==> src/rtl/gc_pkg.sv <==
// Shared types and helpers for the Gray-to-binary tracker and anything that decodes its links.
package gc_pkg;

    localparam int unsigned DEF_WIDTH       = 4;
    localparam int unsigned DEF_SYNC_STAGES = 2;
    localparam int unsigned GC_MAX_W        = 32;

    typedef enum logic [1:0] {
        IDLE  = 2'd0,
        TRACK = 2'd1,
        FAULT = 2'd2
    } gc_state_e;

    // Zero-extended Gray decodes to the zero-extended binary, so one wide function serves all widths.
    function automatic logic [GC_MAX_W-1:0] gray2bin(input logic [GC_MAX_W-1:0] g);
        logic [GC_MAX_W-1:0] b;
        b[GC_MAX_W-1] = g[GC_MAX_W-1];
        for (int i = int'(GC_MAX_W) - 2; i >= 0; i--) begin
            b[i] = b[i+1] ^ g[i];
        end
        return b;
    endfunction

endpackage

==> src/rtl/gc_sync.sv <==
// Multi-stage reset-to-0 synchroniser for an asynchronous bus.
module gc_sync #(
    parameter int unsigned WIDTH  = 4,
    parameter int unsigned STAGES = 2
) (
    input  logic             clk,
    input  logic             rst_n,
    input  logic [WIDTH-1:0] async_in,
    output logic [WIDTH-1:0] sync_out
);

    logic [WIDTH-1:0] sync_q [STAGES];
    logic [WIDTH-1:0] sync_d [STAGES];

    always_comb begin
        sync_d[0] = async_in;
        for (int i = 1; i < int'(STAGES); i++) begin
            sync_d[i] = sync_q[i-1];
        end
    end

    always_ff @(posedge clk or negedge rst_n) begin
        if (!rst_n) begin
            for (int i = 0; i < int'(STAGES); i++) begin
                sync_q[i] <= '0;
            end
        end else begin
            for (int i = 0; i < int'(STAGES); i++) begin
                sync_q[i] <= sync_d[i];
            end
        end
    end

    assign sync_out = sync_q[STAGES-1];

endmodule

==> src/rtl/gc_to_bin_tracker.sv <==
// Synchronises a Gray-coded bus, decodes it, and tracks position with a binary adjacency check.
module gc_to_bin_tracker
    import gc_pkg::*;
#(
    parameter int unsigned WIDTH       = DEF_WIDTH,
    parameter int unsigned SYNC_STAGES = DEF_SYNC_STAGES,
    parameter int unsigned CNT_W       = 8
) (
    input  logic             clk,
    input  logic             rst_n,
    input  logic [WIDTH-1:0] Gc_input,
    input  logic             sample_en,
    input  logic             clear_err,
    output logic [WIDTH-1:0] Bin_output,
    output logic             valid_out,
    output logic             step,
    output logic             dir_up,
    output logic             err,
    output logic [CNT_W-1:0] pos_count
);

    logic [WIDTH-1:0] g_sync;
    logic [WIDTH-1:0] b_c;
    logic [WIDTH-1:0] diff_c;

    gc_state_e        state_q, state_d;
    logic [WIDTH-1:0] bin_q, bin_d;
    logic             valid_q, valid_d;
    logic             step_q, step_d;
    logic             dir_up_q, dir_up_d;
    logic             err_q, err_d;
    logic [CNT_W-1:0] pos_q, pos_d;

    gc_sync #(
        .WIDTH  (WIDTH),
        .STAGES (SYNC_STAGES)
    ) u_sync (
        .clk      (clk),
        .rst_n    (rst_n),
        .async_in (Gc_input),
        .sync_out (g_sync)
    );

    assign b_c    = WIDTH'(gray2bin(GC_MAX_W'(g_sync)));
    // Modular difference: 1 is an up step, all-ones a down step, including across the wrap.
    assign diff_c = b_c - bin_q;

    always_comb begin
        state_d  = state_q;
        bin_d    = bin_q;
        valid_d  = valid_q;
        step_d   = 1'b0;
        dir_up_d = dir_up_q;
        err_d    = err_q;
        pos_d    = pos_q;

        case (state_q)
            IDLE: begin
                if (sample_en) begin
                    bin_d   = b_c;
                    valid_d = 1'b1;
                    state_d = TRACK;
                end
            end
            TRACK: begin
                if (sample_en) begin
                    if (diff_c == WIDTH'(1)) begin
                        bin_d    = b_c;
                        step_d   = 1'b1;
                        dir_up_d = 1'b1;
                        pos_d    = pos_q + CNT_W'(1);
                    end else if (diff_c == {WIDTH{1'b1}}) begin
                        bin_d    = b_c;
                        step_d   = 1'b1;
                        dir_up_d = 1'b0;
                        pos_d    = pos_q - CNT_W'(1);
                    end else if (diff_c != WIDTH'(0)) begin
                        err_d    = 1'b1;
                        valid_d  = 1'b0;
                        state_d  = FAULT;
                    end
                end
            end
            FAULT: begin
                if (clear_err) begin
                    err_d   = 1'b0;
                    state_d = IDLE;
                end
            end
            default: begin
                state_d = IDLE;
            end
        endcase
    end

    always_ff @(posedge clk or negedge rst_n) begin
        if (!rst_n) begin
            state_q  <= IDLE;
            bin_q    <= '0;
            valid_q  <= 1'b0;
            step_q   <= 1'b0;
            dir_up_q <= 1'b0;
            err_q    <= 1'b0;
            pos_q    <= '0;
        end else begin
            state_q  <= state_d;
            bin_q    <= bin_d;
            valid_q  <= valid_d;
            step_q   <= step_d;
            dir_up_q <= dir_up_d;
            err_q    <= err_d;
            pos_q    <= pos_d;
        end
    end

    assign Bin_output = bin_q;
    assign valid_out  = valid_q;
    assign step       = step_q;
    assign dir_up     = dir_up_q;
    assign err        = err_q;
    assign pos_count  = pos_q;

endmodule
==> config.mk <==
export PLATFORM = sky130hd
export DESIGN_NAME = gc_to_bin_tracker
export DESIGN_NICKNAME = d
export VERILOG_FILES = /design/src/rtl/gc_pkg.sv /design/src/rtl/gc_sync.sv /design/src/rtl/gc_to_bin_tracker.sv
export SDC_FILE = /design/constraint.sdc
export NUM_CORES = 1
export LEC_CHECK = 0
export BUFFER_PORTS_ARGS = -buffer_cell sky130_fd_sc_hd__buf_2
export CORE_UTILIZATION = 38
export CTS_CLUSTER_DIAMETER = 80
export DETAILED_ROUTE_END_ITERATION = 7
export GPL_ROUTABILITY_DRIVEN = 0
export PLACE_DENSITY = 0.6
export SLEW_MARGIN = 20
export SYNTH_ARGS = -nofsm -noshare
export SYNTH_HDL_FRONTEND = slang
export SYNTH_SLANG_ARGS = --single-unit
==> constraint.sdc <==
create_clock -name clk -period 6.8 [get_ports clk]
set_clock_uncertainty 0.2 [all_clocks]
set_input_delay 0.34 -clock clk [delete_from_list [all_inputs] [get_ports clk]]
set_output_delay 0.34 -clock clk [all_outputs]
set_load 0.02 [all_outputs]
==> Word level (Yosys, flattened, before mapping) <==
Index checks and enable logic that the tools add are counted.
{ "word_totals": {"output_inout_bits": 16, "ff_bits": 26, "inputBits": 8, "wordCells": 68} }
{ "classes": {"addsub": 3, "reduce_logical": 10, "mux": 32, "n_bitwise": 3, "n_eq_ne": 11} }
{ "op_table": {"columns": ["operator", "count"], "rows": [
  ["$reduce_and A6 Y1", 3],
  ["$mux W1", 16],
  ["$mux W4", 4],
  ["$mux W8", 2],
  ["$mux W2", 6],
  ["$ne A2 B2 Y1 const B", 6],
  ["$add A8 B1 Y8 const B", 1],
  ["$pmux W4 S2", 1],
  ["$sub A8 B1 Y8 const B", 1],
  ["$pmux W2 S3", 1],
  ["$reduce_bool A2 Y1", 3],
  ["$eq A4 B1 Y1 const B", 1],
  ["$eq A4 B4 Y1 const B", 1],
  ["$pmux W1 S2", 2],
  ["$reduce_and A4 Y1", 1],
  ["$reduce_bool A4 Y1", 1],
  ["$sub A4 B4 Y4", 1],
  ["$ne A3 B3 Y1 const B", 1],
  ["$reduce_and A3 Y1", 1],
  ["$xor A1 B1 Y1", 3],
  ["$eq A2 B1 Y1 const B", 1],
  ["$eq A2 B2 Y1 const B", 1],
  ["$logic_not A2 Y1", 1]
]} }

==> Logic depth before layout (Yosys ltp) <==
Gate-level depths: netlist (run 1).
{ "logic_depth": {"ltp_word": 10, "depth_mapped": 14, "ltp_nobuf": 14} }

==> Hierarchy <==
A second synthesis (run 1) with hierarchy kept.
{ "unflattened": {"hier_cells": 120, "area_unflattened_um2": 1401.3} }
{ "modules_own_cells": {"columns": ["mod", "area_per_inst_um2", "seq_area_each_um2", "n_inst", "cells_each"], "rows": [
  ["gc_to_bin_tracker", 1201.2, 450.4, 1, 112],
  ["gc_sync", 200.2, 200.2, 1, 8]
]} }

==> Worst setup path after synthesis (run 1) <==
OpenSTA, ideal clock, no wires.
{ "synth_path": {"kind": "register to register", "from": "reg u_sync.sync_q, in the netlist u_sync.sync_out[3]", "to": "reg pos_q[6] (netlist: pos_count[6])", "stages_incl_launch_ff": 15, "path_buffers": 0, "synth_period_minus_slack_ns": 3.840, "arrival_ns": 3.515, "slack_ns": 2.960, "path_cell_list": "dfrtp_1 -> xor2_1 -> xor2_1 -> xnor2_1 -> ha_1 -> nand3b_1 -> and3_1 -> o2111ai_1 -> inv_1 -> fa_1 -> nand3b_1 -> a21boi_0 -> or4_1 -> nand3_1 -> mux2_4"} }
{ "synth_between": {"elab_chain_len": 7, "elab_cells_between_ends": 9, "cone_classes": "add/sub (1); eq/ne (2); mux (1); bitwise (3); reduce/logical (2)"} }
{ "synth_rtl": {"columns": ["item", "line", "text"], "rows": [
  ["start, declared", "gc_sync.sv:12", "logic [WIDTH-1:0] sync_q [STAGES];"],
  ["start signal, assigned by index", "gc_sync.sv:29", "sync_q[i] <= sync_d[i];"],
  ["$xor A1 B1 Y1 (*)", "gc_pkg.sv:19", "b[i] = b[i+1] ^ g[i];"],
  ["named net b_c[2]", "gc_to_bin_tracker.sv:23", "logic [WIDTH-1:0] b_c;"],
  ["$xor A1 B1 Y1 (*)", "gc_pkg.sv:19", null],
  ["named net b_c[1]", "gc_to_bin_tracker.sv:23", null],
  ["$xor A1 B1 Y1", "gc_pkg.sv:19", null],
  ["$sub A4 B4 Y4 (*)", "gc_to_bin_tracker.sv:46", "assign diff_c = b_c - bin_q;"],
  ["$eq A4 B1 Y1 or $eq A4 B4 Y1 (tied branches)", "gc_to_bin_tracker.sv:67, gc_to_bin_tracker.sv:72", null],
  ["$reduce_bool A2 Y1 (no source line)", null, null],
  ["$reduce_and A3 Y1 (no source line)", null, null],
  ["end signal, assigned", "gc_to_bin_tracker.sv:112", "pos_q <= pos_d;"],
  ["end, declared", "gc_to_bin_tracker.sv:32", "logic [CNT_W-1:0] pos_q, pos_d;"]
]} }
Mark *: on every way through the listed nets, which the timed path passes. The rest lies on a longest branch.
A chain may end at the register's enable or synchronous reset.

==> Final worst setup path (run 1) <==
{ "layout_path": {"from": "reg u_sync.sync_q, in the netlist u_sync.sync_out[3]", "to": "reg pos_q[7] (netlist: pos_count[7])"} }
Same word-level chain as after synthesis.

==> flow_metrics.tcl, run 1 <==
set metrics [dict create \
    power-per-cell-area_mw_per_mm2 525 \
    drive_gt1_frac 0.233 \
    netlist_instances 119 \
    met1_usage 0.183 \
    fin_crit_sh 0.654 \
    leakagePower_uw 0.000811 \
    synth_most_common_cell "dfrtp_1" \
    p_int_uw 490 \
    final-setup-viol-count 0 \
    clkTransAtPathRegs_ps 150 \
    cts_tree "done" \
    yosysTopAreaCell "dfrtp_1" \
    synthArstFlopShare 1.00 \
    synth_top_area_frac 0.468 \
    num_vias 978 \
    hp-start "sample_en" \
    fmax_ghz 0.225 \
    die_area_mm2 0.00391 \
    fin_ws_ps 2350 \
    pwr-share-seq 0.289 \
    area_delta_synth_final_pct 19.4 \
    ios 24 \
    hp-class "in2reg" \
    stdcell_count 196 \
    finalHoldViolCount 0 \
    antenna_found_initial 0 \
    post-route-drc-count 0 \
    grt_overflow 0 \
    synthesis.area_mm2 0.00139 \
    diodes 0 \
    syn_nets 139 \
    synth_seq_cells 26 \
    cts.sinks 26 \
    grt_pass1_wl_mm 4.44 \
    path_max_fanout 11 \
    synth.distinct_cells 37 \
    dp_cells 186 \
    clockPowerShare 0.122 \
    setup_tns_ps 0 \
    cp_data_required_time_ps 6850 \
    placement.io_buffers 23 \
    r2r_cells 13 \
    start_kind "flop" \
    die_w_um 62.5 \
    min_to "state_q[0]$_DFFE_PN0P_" \
    sw_frac_of_total 0.438 \
    core_area_mm2 0.00342 \
    grt_busiest_layer "met2" \
    finalCriticalPeriod_ps 4450 \
    grtUsageTotal 0.145 \
    cts_buffers 3 \
    vdd_ir_drop_max_mv 0.247 \
    placementRows 21 \
    synth_edf_count 0 \
    synthFlopType "dfrtp_1" \
    p_sw_uw 382 \
    ys_seq_area_frac 0.468 \
    r2r_start "u_sync.sync_out[3]$_DFF_PN0_" \
    finalPower_uw 873 \
    initial_core_util 0.407 \
    drtAntennaViolNets 0 \
    use_met2 0.251 \
    reg2reg_to "pos_count[7]$_DFFE_PN0P_" \
    outcome "finished, final reports clean" \
    first_pass_iters 4 \
    critical_path_class "reg2reg" \
    yosys_warnings 0 \
    clk_latency_ps 320 \
    grt_start_max_net_pins 27 \
    r2r_slack_ps 2350 \
    place_ws_ps 2360 \
    holdPathStages 2 \
    drt-initial-drc-count 45 \
    htree_levels 1 \
    ys_top_cells_by_area "dfrtp_1 (47%), ha_1 (9.0%), mux2_4 (5.4%), xor2_1 (3.8%), fa_1 (2.9%)" \
    via_per_inst 4.99 \
    crit_path_end_kind "flop" \
    cts_root_buf "clkbuf_4" \
    tightest_slew_ps 955 \
    drv_cap 0 \
    first_global_vias 978 \
    finalWirelength_mm 2.56 \
    rsz0062_at_grt "no" \
    die_h_um 62.5 \
    synth_area_per_cell_um2 11.7 \
    synth_common_cells "dfrtp_1 (26), ha_1 (10), inv_1 (9), a21oi_1 (6), xor2_1 (6)" \
    drv_slew 0 \
    dp_hpwl_mm 1.89 \
    maxSlewHeadroom 0.363 \
    comb_power_share 0.590 \
    use_met3 0.0274 \
    fin_nets 171 \
    avgRoutedWirePerCell_um 13.0 \
    worst_ep_arrival_time_ps 4490 \
    post_cts_buffers 0 \
    cts_max_path_buffers 2 \
]
logic make-up after synthesis:
logic type | Yosys count | synth area share
compound gates | 26 | 0.130
simple gates | 23 | 0.0917
flops | 26 | 0.468
buf+inv | 12 | 0.0378
xor+xnor | 10 | 0.0629
fa+ha+maj | 12 | 0.119
mux | 10 | 0.0917
repair_timing:
action | in CTS | in global routing
resized for setup | 0 | 0
hold buffers | 6 | 0
hold endpoints to repair | 31 | 0
worst max path at each step:
stage,startpoint,to,slack (ps)
final,u_sync.sync_out[3]$_DFF_PN0_,pos_count[7]$_DFFE_PN0P_,2350
after global routing,u_sync.sync_out[3]$_DFF_PN0_,pos_count[7]$_DFFE_PN0P_,2030
after CTS,u_sync.sync_out[3]$_DFF_PN0_,pos_count[7]$_DFFE_PN0P_,2310
after detailed placement,u_sync.sync_out[3]$_DFF_PN0_,pos_count[7]$_DFFE_PN0P_,2360
after global placement,u_sync.sync_out[3]$_DFF_PN0_,pos_count[7]$_DFFE_PN0P_,2650
after floorplan,u_sync.sync_out[3]$_DFF_PN0_,pos_count[6]$_DFFE_PN0P_,2960
routing by layer:
layer | up-vias | part of all wire
met5 | - | 0
met2 | 14 | 0.49
met4 | 0 | 0.0090
met1 | 471 | 0.47
met3 | 2 | 0.029
li1 | 491 | -
through the flow:
stage | util | cell area, um2 | hold WS, ps
3_5_place_dp | 0.453 | 1550 | 137
6_report | 0.486 | 1660 | 82.9
3_3_place_gp | 0.453 | 1550 | 133
2_1_floorplan | - | 1390 | -156
4_1_cts | 0.486 | 1660 | 77.0
5_1_grt | 0.486 | 1660 | 84.4
registers in the layout (all words and copies together) (netlist names):
name / flops
Bin_output: 4
dir_up: 1
err: 1
pos_count: 8
state_q: 2
step: 1
u_sync.sync_d: 4
u_sync.sync_out: 4
valid_out: 1
power groups by stage:
stage | sequential [uW] | clock [uW] | combinational, uW
final | 252 | 106 | 515
after global placement | 251 | 0 | 499
after floorplan | 295 | 0 | 352
after detailed placement | 255 | 0 | 514
after global routing | 263 | 118 | 575
after CTS | 252 | 110 | 519
layout make-up:
cell class | instances | area, um2
fill | 329 | 1750
multi-input combinational | 81 | 688
tap | 46 | 57.6
inverter | 10 | 37.5
clock buffer | 3 | 22.5
timing repair buffer | 29 | 175
sequential | 26 | 651
clock inverter | 1 | 30.0
worst max-delay path: stages (launching register included):
cell and delay (ps):
dfrtp_1 440, xor2_1 270, xor2_1 300, xnor2_1 140
ha_1 230, fa_1 380, xor2_1 300, o2111ai_1 540
ha_1 520, a211oi_1 300, o211ai_1 150, a21o_1 210
o22ai_1 210, xor2_1 170
placed cells by master (no fill, tap or decap), drive strengths merged, types with 4 or more instances in the layout:
cell,n
mux2,7
xor2,6
dfrtp,26
buf,23
inv,10
nand2,4
xnor2,4
dlygate4sd3,6
ha,10
o21ai,4
o211ai,4
a21oi,6
(Power assumes the default switching activity.)
==> inputs of run 2 (changes only) <==
ABC_AREA = 1   (was unset)
PLACE_DENSITY = 0.59   (was 0.6)
clock period = 4.4 ns   (was 6.8 ns; I/O delays follow)
==> flow_metrics.tcl, run 2 <==
set metrics [dict create \
    yosys_warnings 0 \
    finalWirelength_mm 2.67 \
    ios 24 \
    vdd_ir_drop_max_mv 0.391 \
    synth_area_per_cell_um2 8.99 \
    synth_compound_area_frac 0.0829 \
    synth-simple-area-share 0.229 \
    drt-initial-drc-count 45 \
    first_global_vias 1168 \
    finalPower_uw 1470 \
    seq_area_um2 651 \
    drv_cap 0 \
    setup_tns_ps 0 \
    use_met3 0.0246 \
    finalCriticalPeriod_ps 3960 \
    synth.distinct_cells 24 \
    place_ws_ps 428 \
    grt_overflow 0 \
    dp_hpwl_mm 2.02 \
    placement.io_buffers 23 \
    dp_cells 238 \
    cts_tree "done" \
    diodes 0 \
    die_h_um 65.0 \
    final-setup-viol-count 0 \
    start_kind "flop" \
    first_pass_iters 4 \
    die_w_um 65.0 \
    core_area_mm2 0.00374 \
    grtUsageTotal 0.145 \
    final_cell_mix "nand2_1 (44), dfrtp_1 (26), inv_1 (25), buf_2 (23), nand3_1 (13)" \
    muxShareOfSynthArea 0 \
    largest_reg_flops 8 \
    synth_top_family_by_area "simple AND/OR/NAND/NOR gates" \
    p_sw_uw 704 \
    synthFlopType "dfrtp_1" \
    fin_ws_ps 443 \
    finalHoldViolCount 0 \
    comb_power_share 0.613 \
    cp_data_required_time_ps 4360 \
    path_max_fanout 11 \
    pwr-share-seq 0.254 \
    synthArstFlopShare 1.00 \
    crit_path_end_kind "flop" \
    htree_levels 1 \
    die_area_mm2 0.00423 \
    cts_max_path_buffers 2 \
    synthesis.area_mm2 0.00151 \
    fmax_ghz 0.253 \
    antenna_found_initial 0 \
    synth_common_cells "nand2_1 (44), dfrtp_1 (26), inv_1 (25), nand3_1 (13), ha_1 (10)" \
    netlist_instances 168 \
    met1_usage 0.166 \
    whs_ps 60.5 \
    via_per_inst 4.66 \
    synth_fa_ha_area_frac 0.109 \
    cts_root_buf "clkbuf_8" \
    synth_seq_cells 26 \
    clkTransAtPathRegs_ps 90 \
    layout_commonest_cell "nand2_1" \
    ys_top_cells_by_area "dfrtp_1 (43%), nand2_1 (11%), ha_1 (8.3%), inv_1 (6.2%), nand3_1 (4.3%)" \
    yosysTopAreaCell "dfrtp_1" \
    synth_most_common_cell "nand2_1" \
    cts.sinks 26 \
    tightest_slew_ps 563 \
    fin_crit_sh 0.899 \
    syn_nets 188 \
    grt_pass1_wl_mm 4.75 \
    sw_frac_of_total 0.477 \
    critical_path_class "reg2reg" \
    drv_slew 0 \
    avgRoutedWirePerCell_um 10.8 \
    leakagePower_uw 0.000999 \
    cts_buffers 3 \
    synth_edf_count 0 \
    grt_busiest_layer "met2" \
    ys_seq_area_frac 0.431 \
    post-route-drc-count 0 \
    cts_resized 0 \
    clk_latency_ps 270 \
    use_met2 0.262 \
    area_delta_synth_final_pct 19.6 \
    outcome "finished, final reports clean" \
    num_vias 1155 \
    maxSlewHeadroom 0.624 \
    placementRows 22 \
    synth_top_area_frac 0.431 \
    power-per-cell-area_mw_per_mm2 817 \
    worst_ep_arrival_time_ps 3920 \
    initial_core_util 0.403 \
    synthXorXnorAreaFrac 0.0729 \
    hp-class "in2reg" \
    multi_input_area_um2 747 \
    fin_nets 221 \
    drtAntennaViolNets 0 \
    p_int_uw 771 \
    clockPowerShare 0.133 \
    stdcell_count 248 \
    rsz0062_at_grt "no" \
    grt_start_max_net_pins 27 \
    drive_gt1_frac 0.230 \
    num-fill-cells 378 \
]
[run 2: kinds of logic (layout without fill, tap and decap cells)]
logic type,Yosys count,in the layout
xor+xnor,10,10
buf+inv,28,60
flops,26,26
compound gates,19,19
fa+ha+maj,12,12
simple gates,73,73
[run 2: path summary, 6_finish.rpt]
check,startpoint,to,slack [ps],cells after the start
max,u_sync.sync_out[3]$_DFF_PN0_,pos_count[7]$_DFFE_PN0P_,440,18
max reg2reg,u_sync.sync_out[3]$_DFF_PN0_,pos_count[7]$_DFFE_PN0P_,440,18
max in group asynchronous,rst_n,pos_count[4]$_DFFE_PN0P_,3360,2
min reg2reg,u_sync.sync_d[0]$_DFF_PN0_,u_sync.sync_out[0]$_DFF_PN0_,150,0
min in group asynchronous,rst_n,u_sync.sync_d[3]$_DFF_PN0_,260,2
min,sample_en,state_q[0]$_DFFE_PN0P_,60,4
[run 2: what timing repair did]
| item | in CTS | in global routing |
|---|---|---|
| hold buffers | 6 | 0 |
| endpoints found under the hold margin | 31 | 0 |
| buffers inserted | 0 | 0 |
[run 2: power by group through the flow]
stage | registers (uW) | logic, uW | clock network, uW
finish | 375 | 904 | 197
global route | 383 | 1020 | 215
CTS | 376 | 913 | 206
detailed placement | 380 | 895 | 0
global placement | 376 | 881 | 0
floorplan | 446 | 642 | 0
[run 2: layer usage]
layer | routed length [um] | vias to the layer above
met4 | 64 | 0
met5 | 0 | -
met2 | 1350 | 28
li1 | - | 589
met1 | 1150 | 529
met3 | 111 | 9
[run 2: area by class of cell]
class                           count  share of cell area
Tap cell                           48              0.0333
Timing Repair Buffer               29              0.0970
Multi-Input combinational cell    114               0.414
Sequential cell                    26               0.360
Clock buffer                        3              0.0229
Clock inverter                      1              0.0166
Inverter                           27              0.0561
[run 2: stage by stage]
step | util | instance area (um2)
global route | 0.482 | 1810
floorplan | - | 1510
finish | 0.482 | 1810
CTS | 0.482 | 1810
detailed placement | 0.447 | 1670
global placement | 0.447 | 1670
[run 2: critical path: stages, from the launching register on]
cell	delay [ps]
dfrtp_1	440
xor2_2	270
xor2_2	250
xor2_1	230
inv_1	70
ha_1	210
fa_1	520
inv_1	40
nor2_1	200
nand3_4	200
ha_1	400
a21oi_1	170
nand2_1	110
a21oi_1	190
inv_1	60
nand2_1	60
nand2_1	70
o21ai_1	110
nand2_1	60
==> inputs of run 3 (changes only) <==
SYNTH_HIERARCHICAL = 1   (was unset)
==> flow_metrics.tcl, run 3 <==
set metrics [dict create \
    outcome "finished, final reports clean" \
    fin_nets 215 \
    synth_area_per_cell_um2 9.08 \
    dp_cells 232 \
    htree_levels 1 \
    grt_overflow 0 \
    critical_path_class "reg2reg" \
    cts_tree "done" \
    syn_nets 182 \
    drtAntennaViolNets 0 \
    cts_root_buf "clkbuf_8" \
    worst_ep_arrival_time_ps 3950 \
    rsz0062_at_grt "no" \
    whs_ps 74.7 \
    cts_resized 0 \
    initial_core_util 0.399 \
    synthFlopType "dfrtp_1" \
    final_cell_area_mm2 0.00177 \
    finalCriticalPeriod_ps 3990 \
    die_area_mm2 0.00412 \
    holdPathStages 3 \
    cts.sinks 26 \
    start_kind "flop" \
    final_util 0.479 \
    antenna_found_initial 0 \
    synth.distinct_cells 24 \
    cts_buffers 3 \
    cp_data_required_time_ps 4370 \
    cts_max_path_buffers 2 \
    stdcell_count 242 \
    synth_edf_count 0 \
    vdd_ir_drop_max_mv 0.375 \
    finalWirelength_mm 2.67 \
    post-route-drc-count 0 \
    yosysTopAreaCell "dfrtp_1" \
    first_global_vias 1060 \
    final_cell_mix "nand2_1 (36), dfrtp_1 (26), inv_1 (24), buf_2 (23), nand3_1 (13)" \
    ys_top_cells_by_area "dfrtp_1 (44%), nand2_1 (9.2%), ha_1 (8.5%), inv_1 (6.1%), nand3_1 (4.4%)" \
    placed_area_mm2 0.00164 \
    dp_hpwl_mm 2.05 \
    synthesis.area_mm2 0.00147 \
    grtUsageTotal 0.143 \
    synth_common_cells "nand2_1 (36), dfrtp_1 (26), inv_1 (24), nand3_1 (13), ha_1 (10)" \
    setup_tns_ps 0 \
    drive_gt1_frac 0.206 \
    tightest_slew_ps 569 \
    clkTransAtPathRegs_ps 90 \
    drt-initial-drc-count 33 \
    first_pass_iters 5 \
    diodes 0 \
    yosys_warnings 6 \
    area_delta_synth_final_pct 20.1 \
    power-per-cell-area_mw_per_mm2 825 \
    final-setup-viol-count 0 \
    fin_crit_sh 0.906 \
    die_w_um 64.2 \
    placementRows 22 \
    via_per_inst 4.67 \
    layout_commonest_cell "nand2_1" \
    core_area_mm2 0.00369 \
    drv_slew 0 \
    synth_top_area_frac 0.442 \
    crit_path_end_kind "flop" \
    synth_seq_cells 26 \
    leakagePower_uw 0.000951 \
    ys_seq_area_frac 0.442 \
    num_vias 1131 \
    drv_cap 0 \
    synth_most_common_cell "nand2_1" \
    fmax_ghz 0.251 \
    largest_reg_flops 8 \
    maxSlewHeadroom 0.621 \
    avgRoutedWirePerCell_um 11.0 \
    grt_start_max_net_pins 27 \
    path_max_fanout 12 \
    r2r_cells 14 \
    placement.io_buffers 23 \
    hp-class "in2reg" \
    finalHoldViolCount 0 \
    die_h_um 64.2 \
    synthArstFlopShare 1.00 \
    grt_pass1_wl_mm 4.49 \
    netlist_instances 162 \
    ios 24 \
    clk_latency_ps 270 \
]
==> run 3: worst paths after layout <==
| kind | start | to | slack, ps |
|---|---|---|---|
| min | sample_en | state_q[0]$_DFFE_PN0P_ | 70 |
| max reg2reg | u_sync/sync_out[3]$_DFF_PN0_ | pos_count[5]$_DFFE_PN0P_ | 410 |
| max in group asynchronous | rst_n | pos_count[7]$_DFFE_PN0P_ | 3350 |
| min in group asynchronous | rst_n | u_sync/sync_out[1]$_DFF_PN0_ | 270 |
| max | u_sync/sync_out[3]$_DFF_PN0_ | pos_count[5]$_DFFE_PN0P_ | 410 |
| min reg2reg | u_sync/sync_d[1]$_DFF_PN0_ | u_sync/sync_out[1]$_DFF_PN0_ | 150 |
==> run 3: cell families after synthesis <==
logic type,share of synthesized area
flops,0.442
fa+ha+maj,0.112
compound gates,0.109
simple gates,0.198
xor+xnor,0.0697
buf+inv,0.0689
==> run 3: area by class of cell <==
cell class	count	area, um2
multi-input cells	111	719
clock buffers	3	41.3
clock inverters	1	30.0
inverters	24	90.1
repair buffers	29	175
flip-flops and latches	26	651
fillers	375	1920
well taps	48	60.1
==> run 3: layer usage <==
layer / global-route usage / up-vias / routed length (um)
met5: 0 / - / 0
met4: 0.0417 / 0 / 19
met3: 0.0375 / 2 / 102
met2: 0.267 / 21 / 1380
met1: 0.158 / 524 / 1180
li1: - / 584 / -
==> run 3: report_power, final <==
group          switching [uW]  internal, uW
clock                    74.1           122
combinational             552           329
sequential               64.7           316
==> run 3: repair_timing <==
action,4_1_cts,5_1_grt
hold buffers,6,0
buffers inserted,0,0
endpoints found under the hold margin,31,0
==> run 3: per-stage QoR <==
stage / total power, uW / setup WS, ps
floorplan: 1070 / 809
global placement: 1240 / 643
detailed placement: 1260 / 409
CTS: 1470 / 396
global route: 1600 / 152
finish: 1460 / 412
==> run 3: worst max-delay path, cell delays in order, from the launching register on <==
cell and delay, ps:
dfrtp_1 430, xor2_2 260, xor2_2 270, xor2_1 190
inv_1 80, ha_1 220, fa_1 390, xor2_1 420
nand3_4 250, ha_1 410, a21oi_1 160, nand2_1 120
a21boi_0 210, xor2_1 200, o21ai_2 70
